$ cat config.mk
export PLATFORM = sky130hd
export DESIGN_NAME = led_blinker_array_flat
export DESIGN_NICKNAME = d
export VERILOG_FILES = /design/src/rtl/led_blinker_array_if.sv /design/src/rtl/led_blinker_array.sv /design/src/flat_wrapper.sv
export SDC_FILE = /design/constraint.sdc
export NUM_CORES = 1
export LEC_CHECK = 0
export BUFFER_PORTS_ARGS = -buffer_cell sky130_fd_sc_hd__buf_2
export CAP_MARGIN = 0
export CORE_MARGIN = 2
export CORE_UTILIZATION = 45
export CTS_CLUSTER_DIAMETER = 40
export DETAILED_ROUTE_END_ITERATION = 6
export MAX_ROUTING_LAYER = met4
export PLACE_DENSITY = 0.6
export SYNTH_ARGS = -nofsm -noshare
export SYNTH_HDL_FRONTEND = slang
export SYNTH_SLANG_ARGS = --single-unit
$ cat constraint.sdc
create_clock -name clk -period 3.5 [get_ports clk]
set_input_delay 0.7 -clock clk [delete_from_list [all_inputs] [get_ports clk]]
set_output_delay 0.7 -clock clk [all_outputs]
set_load 0.01 [all_outputs]
$ cat src/rtl/led_blinker_array_if.sv
// Channel configuration write port for led_blinker_array.
// LED_PHASE_SYNC_EN adds the phase-sync strobe alongside the write fields.
interface led_blinker_array_if #(
  parameter int N_CH  = 4,
  parameter int CNT_W = 16
);
  localparam int CH_W = (N_CH > 1) ? $clog2(N_CH) : 1;

  logic             wr_en;
  logic [CH_W-1:0]  wr_ch;
  logic [1:0]       wr_mode;
  logic [CNT_W-1:0] wr_half;
`ifdef LED_PHASE_SYNC_EN
  logic             sync;

  modport master (output wr_en, wr_ch, wr_mode, wr_half, sync);
  modport slave  (input  wr_en, wr_ch, wr_mode, wr_half, sync);
`else
  modport master (output wr_en, wr_ch, wr_mode, wr_half);
  modport slave  (input  wr_en, wr_ch, wr_mode, wr_half);
`endif
endinterface

$ cat src/rtl/led_blinker_array.sv
// N_CH-channel LED blinker (OFF/ON/BLINK/BURST) on one shared prescaler tick.
// Optional LED_PHASE_SYNC_EN: cfg.sync realigns the prescaler and every channel phase.
module led_blinker_array #(
  parameter int N_CH      = 4,
  parameter int CNT_W     = 16,
  parameter int PRESCALE  = 25,
  parameter int BURST_LEN = 3,
  parameter int BURST_GAP = 4
) (
  input  logic                  clk,
  input  logic                  reset_n,
  input  logic                  enable,
  led_blinker_array_if.slave    cfg,
  output logic [N_CH-1:0]       led_out,
  output logic [N_CH-1:0]       burst_done
);
  localparam int PRE_W = (PRESCALE > 1) ? $clog2(PRESCALE) : 1;
  localparam int PLS_W = (BURST_LEN > 1) ? $clog2(BURST_LEN) : 1;
  localparam int GAP_W = (BURST_GAP > 1) ? $clog2(BURST_GAP) : 1;
  localparam logic [PRE_W-1:0] PRE_LAST = PRE_W'(PRESCALE - 1);
  localparam logic [PLS_W-1:0] PLS_LAST = PLS_W'(BURST_LEN - 1);
  localparam logic [GAP_W-1:0] GAP_LAST = GAP_W'(BURST_GAP - 1);

  typedef enum logic [1:0] {
    MODE_OFF   = 2'd0,
    MODE_ON    = 2'd1,
    MODE_BLINK = 2'd2,
    MODE_BURST = 2'd3
  } mode_e;

  logic [PRE_W-1:0] pre_q, pre_d;
  logic             tick;
  logic             sync_all;

  mode_e            mode_q  [N_CH];
  mode_e            mode_d  [N_CH];
  logic [CNT_W-1:0] half_q  [N_CH];
  logic [CNT_W-1:0] half_d  [N_CH];
  logic [CNT_W-1:0] cnt_q   [N_CH];
  logic [CNT_W-1:0] cnt_d   [N_CH];
  logic [PLS_W-1:0] pulse_q [N_CH];
  logic [PLS_W-1:0] pulse_d [N_CH];
  logic [GAP_W-1:0] gap_q   [N_CH];
  logic [GAP_W-1:0] gap_d   [N_CH];
  logic [N_CH-1:0]  phase_q, phase_d;
  logic [N_CH-1:0]  in_gap_q, in_gap_d;
  logic [N_CH-1:0]  enter_q, enter_d;
  logic [N_CH-1:0]  led_d;

`ifdef LED_PHASE_SYNC_EN
  assign sync_all = cfg.sync;
`else
  assign sync_all = 1'b0;
`endif

  assign tick = enable && (pre_q == PRE_LAST);

  always_comb begin
    pre_d = pre_q;
    if (sync_all)
      pre_d = '0;
    else if (enable)
      pre_d = tick ? '0 : pre_q + PRE_W'(1);

    for (int i = 0; i < N_CH; i++) begin
      mode_d[i]   = mode_q[i];
      half_d[i]   = half_q[i];
      cnt_d[i]    = cnt_q[i];
      pulse_d[i]  = pulse_q[i];
      gap_d[i]    = gap_q[i];
      phase_d[i]  = phase_q[i];
      in_gap_d[i] = in_gap_q[i];
      enter_d[i]  = 1'b0;

      if (tick && (mode_q[i] == MODE_BLINK || mode_q[i] == MODE_BURST) && half_q[i] != '0) begin
        if (cnt_q[i] == half_q[i] - CNT_W'(1)) begin
          cnt_d[i] = '0;
          if (!in_gap_q[i]) begin
            phase_d[i] = ~phase_q[i];
            // a burst pulse is counted when its lit half ends
            if (mode_q[i] == MODE_BURST && phase_q[i]) begin
              if (pulse_q[i] == PLS_LAST) begin
                in_gap_d[i] = 1'b1;
                gap_d[i]    = '0;
                pulse_d[i]  = '0;
                enter_d[i]  = 1'b1;
              end else begin
                pulse_d[i] = pulse_q[i] + PLS_W'(1);
              end
            end
          end else if (gap_q[i] == GAP_LAST) begin
            in_gap_d[i] = 1'b0;
            gap_d[i]    = '0;
            phase_d[i]  = 1'b1;
          end else begin
            gap_d[i] = gap_q[i] + GAP_W'(1);
          end
        end else begin
          cnt_d[i] = cnt_q[i] + CNT_W'(1);
        end
      end

      if (sync_all) begin
        cnt_d[i]    = '0;
        pulse_d[i]  = '0;
        gap_d[i]    = '0;
        in_gap_d[i] = 1'b0;
        enter_d[i]  = 1'b0;
        phase_d[i]  = 1'b1;
      end

      // a write beats both the tick and a sync for its own channel
      if (cfg.wr_en && int'(cfg.wr_ch) == i) begin
        mode_d[i]   = mode_e'(cfg.wr_mode);
        half_d[i]   = cfg.wr_half;
        cnt_d[i]    = '0;
        pulse_d[i]  = '0;
        gap_d[i]    = '0;
        in_gap_d[i] = 1'b0;
        enter_d[i]  = 1'b0;
        phase_d[i]  = 1'b1;
      end

      led_d[i] = enable && ((mode_q[i] == MODE_ON) ||
                 (half_q[i] != '0 && phase_q[i] &&
                  ((mode_q[i] == MODE_BLINK) || (mode_q[i] == MODE_BURST && !in_gap_q[i]))));
    end
  end

  always_ff @(posedge clk) begin
    if (!reset_n) begin
      pre_q      <= '0;
      mode_q     <= '{default: MODE_OFF};
      half_q     <= '{default: '0};
      cnt_q      <= '{default: '0};
      pulse_q    <= '{default: '0};
      gap_q      <= '{default: '0};
      phase_q    <= '0;
      in_gap_q   <= '0;
      enter_q    <= '0;
      led_out    <= '0;
      burst_done <= '0;
    end else begin
      pre_q      <= pre_d;
      mode_q     <= mode_d;
      half_q     <= half_d;
      cnt_q      <= cnt_d;
      pulse_q    <= pulse_d;
      gap_q      <= gap_d;
      phase_q    <= phase_d;
      in_gap_q   <= in_gap_d;
      enter_q    <= enter_d;
      led_out    <= led_d;
      burst_done <= enter_q;
    end
  end
endmodule

$ cat src/flat_wrapper.sv
// flat-port wrapper written by rule: the top's interface ports become plain ports
module led_blinker_array_flat 
#(
  parameter int N_CH      = 4,
  parameter int CNT_W     = 16,
  parameter int PRESCALE  = 25,
  parameter int BURST_LEN = 3,
  parameter int BURST_GAP = 4
)
  (clk, reset_n, enable, led_out, burst_done, cfg_wr_en, cfg_wr_ch, cfg_wr_mode, cfg_wr_half);
  led_blinker_array_if #(.N_CH(N_CH), .CNT_W(CNT_W)) cfg_i ();
  input  logic clk;
  input  logic reset_n;
  input  logic enable;
  output logic [N_CH-1:0] led_out;
  output logic [N_CH-1:0] burst_done;
  input wire logic [$bits(cfg_i.wr_en)-1:0] cfg_wr_en;
  input wire logic [$bits(cfg_i.wr_ch)-1:0] cfg_wr_ch;
  input wire logic [$bits(cfg_i.wr_mode)-1:0] cfg_wr_mode;
  input wire logic [$bits(cfg_i.wr_half)-1:0] cfg_wr_half;
  assign cfg_i.wr_en = cfg_wr_en;
  assign cfg_i.wr_ch = cfg_wr_ch;
  assign cfg_i.wr_mode = cfg_wr_mode;
  assign cfg_i.wr_half = cfg_wr_half;
  led_blinker_array #(.N_CH(N_CH), .CNT_W(CNT_W), .PRESCALE(PRESCALE), .BURST_LEN(BURST_LEN), .BURST_GAP(BURST_GAP)) u_core (.clk(clk), .reset_n(reset_n), .enable(enable), .cfg(cfg_i), .led_out(led_out), .burst_done(burst_done));
endmodule
==> results.yml <==
outcome:
  outcome: "finished, final reports clean"
global_route:
  overflow: 0
  grt_max_degree: 41
  antenna_found_initial: 0
  grt_pass1_vias: 7639
  grtUsageTotal_pct: 22.6
  grt_pass1_wl_mm: 39.5
timing:
  fin_worst_skew_ps: 10.6
  worstMarginPinSlew_ps: 812
  period_needed_ps: 3110
  fmax_ghz: 0.322
  fin_crit_sh_pct: 88.7
  rsz0062_at_grt: "false"
  final-setup-viol-count: 0
  setup_tns_ps: 0
  slew_viol_final: 0
  slew_headroom_pct: 45.7
  hold_viol: 0
synthesis:
  synth_xor_area_share_pct: 11.9
  yosysSeqAreaShare_pct: 36.8
  synthSimpleGateAreaFrac_pct: 30.1
  netlist_area_um2: 9640
  synth_seq_cells: 177
  synthTopCellsByArea: "dfxtp_1 (37%), nand2_1 (7.6%), xnor2_1 (6.4%)"
  netlist_top_cells_count: "nand2_1 (194), dfxtp_1 (177), nor2_1 (121)"
  synth_fa_ha_area_share_pct: 1.82
  synth_top_family_by_area: "simple AND/OR/NAND/NOR gates"
  muxShareOfSynthArea_pct: 1.25
  synth_edf_count: 0
  synthCells: 1221
  synth_area_leader_cell: "dfxtp_1"
  synthArstFlopShare_pct: 0
  postSynthAreaPerCell_um2: 7.89
  synth_compound_area_share_pct: 14.2
  syn_nets: 1259
  yosys_warnings: 0
  ys_types: 71
  synth_top_area_share_pct: 36.8
  synth_flop_cell: "dfxtp_1"
  synth.most_common_cell: "nand2_1"
die:
  die_x_um: 150
  start_util_pct: 45.8
  io_pins: 32
  die_area_um2: 22600
  core_um2: 21000
  std_cell_rows: 53
  die_h_um: 150
drt:
  viasPerCell: 5.56
  wl_met3_um: 837
  wl_mm: 24.2
  ant_nets: 0
  drt_iter0_markers: 650
  dr_wl_met2_mm: 10.9
  dr.pass1.iters: 5
  wl_met1_mm: 11.9
  vias: 8474
  top_layer: "met4"
  drc_errors: 0
  wl_per_cell_um: 15.9
power:
  ir_drop_mv: 0.256
  power_density_nw_per_um2: 413
  leakage_nw: 3.88
worst_setup_path:
  critical_path_required_ps: 3830
  start_kind: "flop"
  crit_cells: 9
  crit_family: "simple AND/OR/NAND/NOR gates"
  critical_path_buf_inv_count: 1
  crit_path_max_incr_delay_ps: 670
  endpoint_kind: "flop"
  path_class: "reg2reg"
  cp_max_fo: 9
  worst_ep_arrival_time_ps: 3440
  cp_slowest_cell: "nor4b_2"
  rr_worst_depth: 9
  crit_chain: "inv_1 > ha_1 > nor4b_2 > a41oi_1 > a41oi_1 > o21ai_0 > nor4b_2 > o211ai_1 > a32o_1"
final_layout:
  layout-drive-gt1-share_pct: 8.97
  fin_nets: 1278
  design_area_um2: 10600
  antenna_cells: 0
  fill_cells: 2052
  area_delta_synth_final_pct: 10.3
cts:
  cts_resized: 0
  clock-sinks: 177
  clkTransAtPathRegs_ps: 70
  cts_htree_levels: 4
  ctsHoldBuffers: 0
  cts_setup_buffers: 0
  cts_tree: "yes"
  clk_path_buf_depth: 2
  cts_buffers: 17
  root_buffer: "clkbuf_16"
  clock_latency_ps: 440
placement:
  placed_area_um2: 10100
  globalplace.congestion: 0.894
  portBuffers: 31
  hpwl_mm: 17.5
flow_run:
  cap_violations: 0
hold_path:
  hp-class: "reg2reg"
  hold_path_depth: 1
## cells by family after synthesis
| kind of cell | count (synthesis) |
|---|---|
| buf+inv | 94 |
| xor+xnor | 131 |
| simple gates | 575 |
| flops | 177 |
| compound gates | 218 |
| fa+ha+maj | 14 |
| mux | 12 |
## layer usage
layer  global-route usage (%)  vias up
li1                         -     4323
met5                        -        -
met3                     3.24       38
met1                     30.7     3961
met4                     8.16        0
met2                     34.3      152
## state kept, by name, indices dropped and copies added, names as in the netlist
| register | flops |
|---|---|
| u_core.in_gap_q | 4 |
| u_core.cnt_q | 64 |
| u_core.mode_q | 8 |
| u_core.burst_done | 4 |
| u_core.gap_q | 8 |
| u_core.phase_q | 4 |
| u_core.led_out | 4 |
| u_core.pre_q | 5 |
| u_core.pulse_q | 8 |
| u_core.half_q | 64 |
| u_core.enter_q | 4 |
## path summary, 6_finish.rpt
kind,startpoint,to,slack (ps)
max reg2reg,u_core.half_q[16],u_core.gap_q[3],390
min,u_core.enter_q[3],u_core.burst_done[3],440
max,u_core.half_q[16],u_core.gap_q[3],390
min reg2reg,u_core.enter_q[3],u_core.burst_done[3],440
## power breakdown
part / total, mW / leakage [nW] / internal, mW / switching, mW
sequential: 2.09 / 1.43 / 2.05 / 0.0483
combinational: 0.532 / 2.20 / 0.206 / 0.326
clock: 1.76 / 0.250 / 0.976 / 0.786
## worst register-to-register path, stage by stage, from the launching register on
cell      delay (ps)
dfxtp_1          350
inv_1             70
ha_1             200
nor4b_2          670
a41oi_1          210
a41oi_1          250
o21ai_0          140
nor4b_2          590
o211ai_1         230
a32o_1           300
## stage by stage
step           power (mW)  setup slack, ps  std cells  hold slack (ps)  utilization (%)
6_report             4.39              394       1524              438             50.6
5_1_grt              4.57              142       1524              460             50.6
4_1_cts              4.43              425       1524              439             50.6
3_5_place_dp         2.66              369       1496              420             48.1
3_3_place_gp         2.66              399       1496              415             48.1
2_1_floorplan        2.51              393       1221              412                -
## layout make-up
class | count | area, µm² | area share, %
clock buffer | 21 | 450 | 4.24
clock inverter | 7 | 65.1 | 0.612
inverter | 33 | 124 | 1.17
multi-input combinational | 950 | 5720 | 53.8
sequential | 177 | 3540 | 33.3
tap | 275 | 344 | 3.24
timing repair buffer | 61 | 380 | 3.58
## layout by cell type (no fill, tap or decap), types with 9 or more instances in the layout
master and n:
nor3_1 25, dfxtp_1 177, and3_1 21, xnor2_1 70
a21oi_1 108, mux2i_1 12, and2_1 13, o31ai_1 16
o21ai_0 21, ha_1 14, buf_2 31, nor2b_1 12
xor2_1 61, nor2_1 121, inv_1 32, nor4_1 19
buf_4 30, nand4_1 36, nand3_1 40, nand2_1 194
or3_1 13, clkbuf_16 17, nand2b_1 9, or4_1 13
(Power assumes the default switching activity.)
